File: src/rtl/cnt_bus_arbiter_pkg.sv
// Shared constants, request bundle type and small index helpers for the
// controller BRAM port arbiter.
package cnt_arb;

    localparam int NUM_REQ_MAX      = 8;
    localparam int DEF_NUM_REQ      = 4;
    localparam int DEF_ADDR_WIDTH   = 8;
    localparam int DEF_DATA_WIDTH   = 16;
    localparam int DEF_RD_LATENCY   = 2;
    localparam int DEF_LOCK_TIMEOUT = 64;

    typedef struct packed {
        logic                      we;
        logic                      lock;
        logic [DEF_ADDR_WIDTH-1:0] addr;
        logic [DEF_DATA_WIDTH-1:0] wdata;
    } cnt_req_t;

    // Owner-id width; a single requester still needs one bit to hold an id.
    function automatic int id_width(input int n);
        return (n > 1) ? $clog2(n) : 1;
    endfunction

    function automatic int wrap_inc(input int v, input int n);
        return (v + 1 >= n) ? 0 : v + 1;
    endfunction

endpackage

File: src/rtl/cnt_bus_arbiter_rr_pick.sv
// Combinational round-robin pick: first set request at or above the pointer,
// wrapping modulo N, returned as a one-hot grant.
module rr_pick
    import cnt_arb::*;
#(
    parameter  int N   = DEF_NUM_REQ,
    localparam int IDW = id_width(N)
) (
    input  logic [N-1:0]   req,
    input  logic [IDW-1:0] ptr,
    output logic [N-1:0]   gnt
);

    logic           found;
    logic [IDW-1:0] idx;

    always_comb begin
        gnt   = '0;
        found = 1'b0;
        idx   = '0;
        for (int k = 0; k < N; k++) begin
            idx = IDW'((int'(ptr) + k) % N);
            if (!found && req[idx]) begin
                gnt[idx] = 1'b1;
                found    = 1'b1;
            end
        end
    end

endmodule

File: src/rtl/cnt_bus_arbiter.sv
// Round-robin arbiter for the single controller BRAM port, with locked bursts,
// lock timeout and per-requester read-data return.
module cnt_bus_arbiter
    import cnt_arb::*;
#(
    parameter int NUM_REQ      = DEF_NUM_REQ,
    parameter int ADDR_WIDTH   = DEF_ADDR_WIDTH,
    parameter int DATA_WIDTH   = DEF_DATA_WIDTH,
    parameter int RD_LATENCY   = DEF_RD_LATENCY,
    parameter int LOCK_TIMEOUT = DEF_LOCK_TIMEOUT
) (
    input  logic                          clk,
    input  logic                          rst_n,
    input  logic [NUM_REQ-1:0]            req,
    input  logic [NUM_REQ-1:0]            we,
    input  logic [NUM_REQ-1:0]            lock,
    input  logic [NUM_REQ*ADDR_WIDTH-1:0] addr,
    input  logic [NUM_REQ*DATA_WIDTH-1:0] wdata,
    output logic [NUM_REQ-1:0]            gnt,
    output logic [NUM_REQ-1:0]            rvalid,
    output logic [DATA_WIDTH-1:0]         rdata,
    output logic                          lock_err,
    output logic                          bus_en,
    output logic                          bus_we,
    output logic [ADDR_WIDTH-1:0]         bus_addr,
    output logic [DATA_WIDTH-1:0]         bus_wdata,
    input  logic [DATA_WIDTH-1:0]         bus_rdata
);

    localparam int IDW  = id_width(NUM_REQ);
    localparam int PIPE = RD_LATENCY + 1;
    localparam int CW   = $clog2(LOCK_TIMEOUT + 1);

    localparam logic [0:0] ST_IDLE   = 1'b0;
    localparam logic [0:0] ST_LOCKED = 1'b1;

    logic [0:0]            state;
    logic [IDW-1:0]        owner;
    logic [IDW-1:0]        ptr;
    logic [CW-1:0]         tmo_cnt;
    logic [NUM_REQ-1:0]    rr_gnt;
    logic                  xfer;
    logic [IDW-1:0]        gid;
    logic                  sel_we;
    logic                  sel_lock;
    logic [ADDR_WIDTH-1:0] sel_addr;
    logic [DATA_WIDTH-1:0] sel_wdata;
    logic [PIPE-1:0]       pipe_vld;
    logic [IDW-1:0]        pipe_id [PIPE];

    rr_pick #(.N(NUM_REQ)) u_pick (
        .req (req),
        .ptr (ptr),
        .gnt (rr_gnt)
    );

    // While locked only the owner can win, even if other lanes are waiting.
    always_comb begin
        gnt = '0;
        if (state == ST_LOCKED)
            gnt[owner] = req[owner];
        else
            gnt = rr_gnt;
    end

    always_comb begin
        gid       = '0;
        sel_we    = 1'b0;
        sel_lock  = 1'b0;
        sel_addr  = '0;
        sel_wdata = '0;
        for (int i = 0; i < NUM_REQ; i++) begin
            if (gnt[i]) begin
                gid       = IDW'(i);
                sel_we    = we[i];
                sel_lock  = lock[i];
                sel_addr  = addr[i*ADDR_WIDTH +: ADDR_WIDTH];
                sel_wdata = wdata[i*DATA_WIDTH +: DATA_WIDTH];
            end
        end
    end

    assign xfer = |gnt;

    always_ff @(posedge clk or negedge rst_n) begin
        if (!rst_n) begin
            state    <= ST_IDLE;
            owner    <= '0;
            ptr      <= '0;
            tmo_cnt  <= '0;
            lock_err <= 1'b0;
        end else begin
            lock_err <= 1'b0;
            case (state)
                ST_IDLE: begin
                    if (xfer) begin
                        ptr <= IDW'(wrap_inc(int'(gid), NUM_REQ));
                        if (sel_lock) begin
                            state   <= ST_LOCKED;
                            owner   <= gid;
                            tmo_cnt <= '0;
                        end
                    end
                end
                ST_LOCKED: begin
                    if (xfer) begin
                        tmo_cnt <= '0;
                        if (!sel_lock) begin
                            state <= ST_IDLE;
                            ptr   <= IDW'(wrap_inc(int'(owner), NUM_REQ));
                        end
                    end else if (tmo_cnt == CW'(LOCK_TIMEOUT - 1)) begin
                        state    <= ST_IDLE;
                        ptr      <= IDW'(wrap_inc(int'(owner), NUM_REQ));
                        tmo_cnt  <= '0;
                        lock_err <= 1'b1;
                    end else begin
                        tmo_cnt <= tmo_cnt + 1'b1;
                    end
                end
                default: state <= ST_IDLE;
            endcase
        end
    end

    always_ff @(posedge clk or negedge rst_n) begin
        if (!rst_n) begin
            bus_en    <= 1'b0;
            bus_we    <= 1'b0;
            bus_addr  <= '0;
            bus_wdata <= '0;
        end else begin
            bus_en <= xfer;
            bus_we <= xfer & sel_we;
            if (xfer) begin
                bus_addr  <= sel_addr;
                bus_wdata <= sel_wdata;
            end
        end
    end

    // Owner id rides alongside the BRAM latency so data lands on the right lane.
    always_ff @(posedge clk or negedge rst_n) begin
        if (!rst_n) begin
            pipe_vld <= '0;
            for (int k = 0; k < PIPE; k++)
                pipe_id[k] <= '0;
            rvalid <= '0;
            rdata  <= '0;
        end else begin
            pipe_vld   <= {pipe_vld[PIPE-2:0], xfer & ~sel_we};
            pipe_id[0] <= gid;
            for (int k = 1; k < PIPE; k++)
                pipe_id[k] <= pipe_id[k-1];
            rvalid <= '0;
            if (pipe_vld[PIPE-1]) begin
                rvalid[pipe_id[PIPE-1]] <= 1'b1;
                rdata                   <= bus_rdata;
            end
        end
    end

endmodule

File: config.mk
export PLATFORM = sky130hd
export DESIGN_NAME = cnt_bus_arbiter
export DESIGN_NICKNAME = d
export VERILOG_FILES = /design/src/rtl/cnt_bus_arbiter_pkg.sv /design/src/rtl/cnt_bus_arbiter_rr_pick.sv /design/src/rtl/cnt_bus_arbiter.sv
export SDC_FILE = /design/constraint.sdc
export NUM_CORES = 1
export LEC_CHECK = 0
export ABC_CLOCK_PERIOD_IN_PS = 6900
export CORE_MARGIN = 2
export CORE_UTILIZATION = 40
export CTS_CLUSTER_DIAMETER = 60
export DETAILED_ROUTE_END_ITERATION = 8
export DONT_BUFFER_PORTS = 1
export PLACE_DENSITY = 0.66
export SLEW_MARGIN = 30
export SYNTH_ARGS = -nofsm -noshare
export SYNTH_HDL_FRONTEND = slang
export SYNTH_HIERARCHICAL = 1
export SYNTH_SLANG_ARGS = --single-unit
File: constraint.sdc
create_clock -name clk -period 6.9 [get_ports clk]
set_input_delay 1.38 -clock clk [delete_from_list [all_inputs] [get_ports clk]]
set_output_delay 1.38 -clock clk [all_outputs]
set_load 0.01 [all_outputs]
==> run_results.csv, run 1 <==
group,metric,value,unit
worst_hold_path,hp-class,"flip-flop to flip-flop",
placed_design,dp.cells,420,
critical_path,path_class,"input pin to output port",
floorplanning,io_pins,177,
finish,drive_gt1_share,17.7,%
sta,drv_slew,0,
finish,nets,460,
cts,htree_num_levels,3,
finish,fillerInstances,806,
sta,min_period,4.94,ns
route,routed-wl-met3,654,um
synthesis,synth.area.mux_share,10.5,%
finish,instances_no_fill,436,
sta,slew_headroom,35.4,%
route,vias_per_cell,6.32,
global_route,grt_usage,18.7,%
route,dr_wl_met2,4510,um
route,drc,0,
cts,numCtsBuffers,9,
synthesis,synth_area,3580,um2
route,drt-met1-wl,3600,um
cts,path_clk_slew,0.07,ns
synthesis,synth-simple-area-share,11.0,%
sta,fmax,203,MHz
synthesis,synth_top_area_cell,"dfrtp_1",
global_route,grt_pass1_vias,2794,
route,drtIter0Drc,116,
cts,ctsResizeCount,0,
placed_design,dpl-instance-area,3670,um2
sta,setup_slack,1.96,ns
floorplanning,die-area,9730,um2
synthesis,ys_types,52,
worst_hold_path,min_to,"pipe_vld[2]",
cts,cts_max_path_buffers,2,
cts,insertion_delay,0.33,ns
floorplanning,core-area,8720,um2
worst_hold_path,hp-start,"pipe_vld[1]",
finish,area_growth,7.82,%
route,wl_per_cell,20.5,um
cts,post_cts_buffers,0,
critical_path,worstPathMaxFanout,32,
critical_path,r2r-end,"ptr[1]",
cts,ctsHoldBuffers,0,
placed_design,gp_congestion,0.889,
critical_path,reg2reg_slack,2.95,ns
route,top_layer_used,"met4",
synthesis,yosys-top-cells-area,"dfrtp_1 (47%), mux2_2 (6.3%), a221oi_1 (5.9%)",
route,antenna_left,0,
route,num_vias,2754,
synthesis,ys_seq_area_share,47.5,%
synthesis,synthCells,326,
cts,clkSinkCount,68,
critical_path,start_kind,"input pin",
sta,setup_viol,0,
sta,tns,0,ns
floorplanning,initial_core_util,41.1,%
synthesis,synth-seq-cells,68,
placed_design,pre_cts_slack,1.96,ns
sta,rsz0062_at_grt,"false",
power,p_leak,1.60,nW
synthesis,synth_ff_type,"dfrtp_1",
critical_path,reg2reg_from,"ptr[0]",
finish,diodes,0,
cts,cts_tree,"built",
synthesis,synth.avg_cell_area,11.0,um2
sta,hold_violations,0,
finish,fin_area,3860,um2
flow_run,cap_viol_max_count,0,
critical_path,path_cells,"mux4_2 -> nor4b_4 -> nand2_1 -> o211ai_1 -> nand2b_1 -> a21boi_2 -> buf_4 -> inv_2",
route,routed_wl,8920,um
critical_path,cpPeakStageDelay,0.58,ns
synthesis,synth_top_family_by_area,"compound AO/OA/AOI/OAI gates",
critical_path,startpoint,"req[3]",
synthesis,synth_compound_area_share,23.9,%
critical_path,required,5.52,ns
floorplanning,die_h,98.7,um
worst_hold_path,hold_depth,0,
route,firstDrtPassIters,4,
critical_path,cp.arrival,3.56,ns
critical_path,ff2ff_path_depth,13,
critical_path,slowest_stage,"mux4_2",
sta,fin_skew,0.00531,ns
synthesis,synth_nets,463,
synthesis,async_reset_ff_share,100,%
floorplanning,num_rows,34,
synthesis,yosysWarningCount,6,
synthesis,synth_fa_ha_area_share,3.84,%
placed_design,io_buffers,0,
power,powerDensity,625,nW/um2
placed_design,hpwl,6500,um
power,total_power,2.42,mW
floorplanning,die_w,98.7,um
global_route,grt-ovfl-total,0,
synthesis,synth.top_cell.area_share,47.5,%
synthesis,synth_edf_count,0,
power,ir_drop,346,uV
global_route,grt_pass1_wl,14400,um
critical_path,end_kind,"output port",
sta,worstMarginPinSlew,0.969,ns
global_route,grt_max_degree,69,
global_route,antenna_found_initial,0,
synthesis,synthXorXnorAreaFrac,0.244,%
outcome,status,"completed",
cts,root_buffer,"clkbuf_8",
sta,fin_crit_sh,71.6,%
[where the power goes]
group / switching, mW / total (mW) / internal (mW) / leakage [nW]
sequential: 0.240 / 0.840 / 0.600 / 0.826
clock: 0.152 / 0.319 / 0.167 / 0.0927
combinational: 0.698 / 1.26 / 0.558 / 0.684
total: 1.09 / 2.42 / 1.33 / 1.60
[worst max-delay path: cells and delay by family]
kind | cells | cell delay [ns]
AO/OA/AOI/OAI | 2 | 0.30
buffers and inverters | 2 | 0.72
multiplexers | 1 | 0.58
AND/OR/NAND/NOR | 3 | 0.58
[stage by stage]
step / hold slack (ns) / util [%]
6_report: 0.348 / 44.3
5_1_grt: 0.350 / 44.3
4_1_cts: 0.349 / 44.3
3_5_place_dp: 0.335 / 42.1
3_3_place_gp: 0.334 / 42.1
2_1_floorplan: 0.331 / -
[Yosys cell counts, types with 2 or more instances]
library cell and instances:
o22ai_1 2, a21o_2 4, mux2i_1 3, mux4_1 2, nand3_1 7, a221oi_1 24
nor3_1 4, a22o_1 2, and3_1 3, and2_1 2, o31ai_1 2, nor2b_1 2
clkbuf_1 15, a211o_1 2, dfrtp_1 68, ha_1 11, or2_2 2, a21oi_1 28
a22oi_1 25, mux4_2 3, nand2_1 14, o21ai_0 3, o211ai_1 4, inv_1 8
nand2b_1 6, mux2_2 20, nor2_1 33, nor3b_1 3
[final cells by class]
type | count | area (um2) | share of cell area [%]
Sequential cell | 68 | 1700 | 44.0
Tap cell | 108 | 135 | 3.50
Clock inverter | 6 | 63.8 | 1.65
Timing Repair Buffer | 4 | 30.0 | 0.777
Multi-Input combinational cell | 231 | 1770 | 45.9
Clock buffer | 10 | 128 | 3.30
Inverter | 9 | 33.8 | 0.874
[worst max-delay path by stage]
| stage | to | cells past startpoint |
|---|---|---|
| after floorplan | gnt[3] | 9 |
| after global placement | gnt[3] | 8 |
| after detailed placement | gnt[3] | 8 |
| after CTS | gnt[3] | 8 |
| after global routing | gnt[3] | 8 |
| final | gnt[3] | 8 |
[cell families (layout without fill, tap and decap cells)]
kind of cell / count (synthesis) / in the layout
buffers and inverters: 27 / 29
adder cells (fa/ha/maj): 11 / 11
AO/OA/AOI/OAI: 111 / 111
multiplexers: 28 / 28
flip-flops: 68 / 68
XOR/XNOR: 1 / 1
AND/OR/NAND/NOR: 80 / 80
[flip-flops by register name (all words and copies together), names as in the netlist]
signal and count:
bus_addr 8, bus_en 1, bus_wdata 16, bus_we 1
lock_err 1, owner 2, pipe_id 6, pipe_vld 3
ptr 2, rdata 16, rvalid 4, state 1
tmo_cnt 7
[placed cells by master, fill, tap and decap left out, types with 2 or more instances in the layout]
master      instances
o31ai_1             2
nor3b_1             3
mux2_2             20
nand2b_1            6
nor2_1             33
nor2b_1             2
and2_1              2
a21o_2              4
a22o_1              2
clkinvlp_4          2
a21oi_1            28
nand2_1            14
clkbuf_8            9
o22ai_1             2
mux4_1              2
o211ai_1            4
mux2i_1             3
or2_2               2
o21ai_0             3
clkinv_2            2
a221oi_1           24
a22oi_1            25
nor3_1              4
a211o_1             2
dfrtp_1            68
inv_1               8
mux4_2              3
ha_1               11
nand3_1             7
buf_4               4
and3_1              3
[per-layer routing]
layer / global-route usage, % / vias up
met2: 30.2 / 155
met4: 4.85 / 0
li1: - / 1233
met3: 5.60 / 15
met5: 0 / -
met1: 24.6 / 1351
Power figures use the tool's default switching activity.
==> run 2: changes to the inputs <==
Settings changed: ABC_CLOCK_PERIOD_IN_PS 6900 to 4900.
Clock period 6.9 ns to 4.9 ns, I/O delays scaled along.
==> run_results.csv, run 2 (synthesized netlist as in run 1, its figures left out) <==
group,metric,value,unit
outcome,status,"completed",
critical_path,path_cells,"inv_1 -> ha_1 -> mux4_2 -> nor4b_4 -> nand2_1 -> o211ai_1 -> nand2b_1 -> a21boi_2 -> inv_2",
floorplanning,core-area,8720,um2
finish,fin_area,3910,um2
cts,cts_tree,"built",
floorplanning,die-area,9730,um2
sta,min_period,4.07,ns
placed_design,hpwl,6590,um
route,wl_per_cell,20.8,um
global_route,antenna_found_initial,0,
floorplanning,initial_core_util,41.1,%
sta,slew_headroom,35.4,%
global_route,grt_max_degree,69,
critical_path,cp.arrival,3.09,ns
floorplanning,io_pins,177,
sta,worstMarginPinSlew,0.968,ns
global_route,grt-ovfl-total,0,
critical_path,cp_num_buf_inv,2,
placed_design,gp_congestion,0.923,
sta,fin_skew,0.0110,ns
floorplanning,die_w,98.7,um
power,total_power,3.51,mW
route,num_vias,2716,
global_route,grt_pass1_wl,14100,um
cts,root_buffer,"clkbuf_8",
sta,setup_viol,0,
cts,htree_num_levels,3,
critical_path,start_kind,"flip-flop",
critical_path,cp_top_family,"buffers and inverters",
cts,ctsHoldBuffers,0,
cts,clkSinkCount,68,
route,antenna_left,0,
route,firstDrtPassIters,4,
floorplanning,num_rows,34,
placed_design,dpl-instance-area,3670,um2
route,drtIter0Drc,127,
critical_path,path_class,"flip-flop to output port",
finish,diodes,0,
route,drc,0,
finish,final_cell_mix,"dfrtp_1 (68), nor2_1 (33), a21oi_1 (28)",
critical_path,worstPathMaxFanout,27,
floorplanning,die_h,98.7,um
flow_run,cap_viol_max_count,0,
power,ir_drop,410,uV
finish,layout_commonest_cell,"dfrtp_1",
cts,post_cts_buffers,0,
power,powerDensity,898,nW/um2
global_route,grt_pass1_vias,2793,
finish,nets,460,
power,p_leak,1.63,nW
critical_path,end_kind,"output port",
cts,ctsResizeCount,0,
finish,instances_no_fill,436,
critical_path,startpoint,"ptr[0]",
global_route,grt_usage,18.4,%
finish,top_regs,"bus_wdata: 16 flops, rdata: 16 flops, bus_addr: 8 flops",
placed_design,io_buffers,0,
sta,rsz0062_at_grt,"false",
cts,insertion_delay,0.33,ns
critical_path,cpPeakStageDelay,0.56,ns
sta,fmax,246,MHz
placed_design,dp.cells,420,
cts,cts_max_path_buffers,2,
cts,numCtsBuffers,9,
route,vias_per_cell,6.23,
critical_path,required,3.92,ns
sta,fin_crit_sh,83.0,%
sta,hold_violations,0,
cts,path_clk_slew,0.07,ns
sta,setup_slack,0.831,ns
finish,drive_gt1_share,17.7,%
critical_path,reg2reg_from,"ptr[0]",
worst_hold_path,hp-class,"input pin to asynchronous set/reset pin",
finish,area_growth,9.14,%
placed_design,pre_cts_slack,1.04,ns
critical_path,slowest_stage,"dfrtp_1",
sta,drv_slew,0,
route,routed_wl,9080,um
sta,tns,0,ns
[run 2: cell types whose count changed in the layout (fill, tap and decap cells not counted)]
| cell | delta |
|---|---|
| bufinv_16 | +2 |
| clkinv_2 | -1 |
| clkinvlp_4 | -1 |
[run 2: through the flow]
step                      utilization [%]  hold WS (ns)
after floorplan                         -         0.331
after global placement               42.1         0.333
after detailed placement             42.1         0.335
after CTS                            44.9         0.310
after global routing                 44.9         0.296
final                                44.9         0.337
[run 2: power by group]
part	switching (mW)	total (mW)	internal (mW)	leakage, nW
Combinational	0.993	1.78	0.785	0.684
Sequential	0.342	1.19	0.846	0.826
Clock	0.208	0.547	0.339	0.117
[run 2: worst paths after layout]
kind                               to  slack [ns]  cells past startpoint
max                            gnt[3]        0.83                      9
min in group clk           pipe_id[3]        0.34                      0
min reg2reg                pipe_id[3]        0.34                      0
min                          rdata[3]        0.34                      0
max in group asynchronous    owner[0]        4.45                      0
max reg2reg                    ptr[1]        1.21                     12
[run 2: metal layers]
layer	vias to the layer above	track usage, %	share of wire [%]	wire length, um
li1	1240	-	-	-
met1	1316	22.1	39	3580
met2	144	31.5	51	4660
met3	16	6.38	7.2	657
met4	0	5.16	1.9	173
met5	-	0	0	0
[run 2: area by class of cell]
| cell class | count | area [um2] |
|---|---|---|
| Clock inverter | 6 | 111 |
| Tap cell | 108 | 135 |
| Clock buffer | 10 | 128 |
| Fill cell | 813 | 4810 |
| Inverter | 9 | 33.8 |
| Multi-Input combinational cell | 231 | 1770 |
| Sequential cell | 68 | 1700 |
| Timing Repair Buffer | 4 | 30.0 |
[run 2: worst reg2reg max path, cell delays in order, from the launching register on]
cell and delay (ns):
dfrtp_1 0.56, inv_1 0.15, ha_1 0.35, mux4_2 0.39, nor4b_4 0.37, nand2_1 0.12, o211ai_1 0.15, nand2b_1 0.08
a21boi_2 0.17, inv_2 0.43, a2111oi_4 0.11, o32ai_2 0.35, mux2_2 0.37
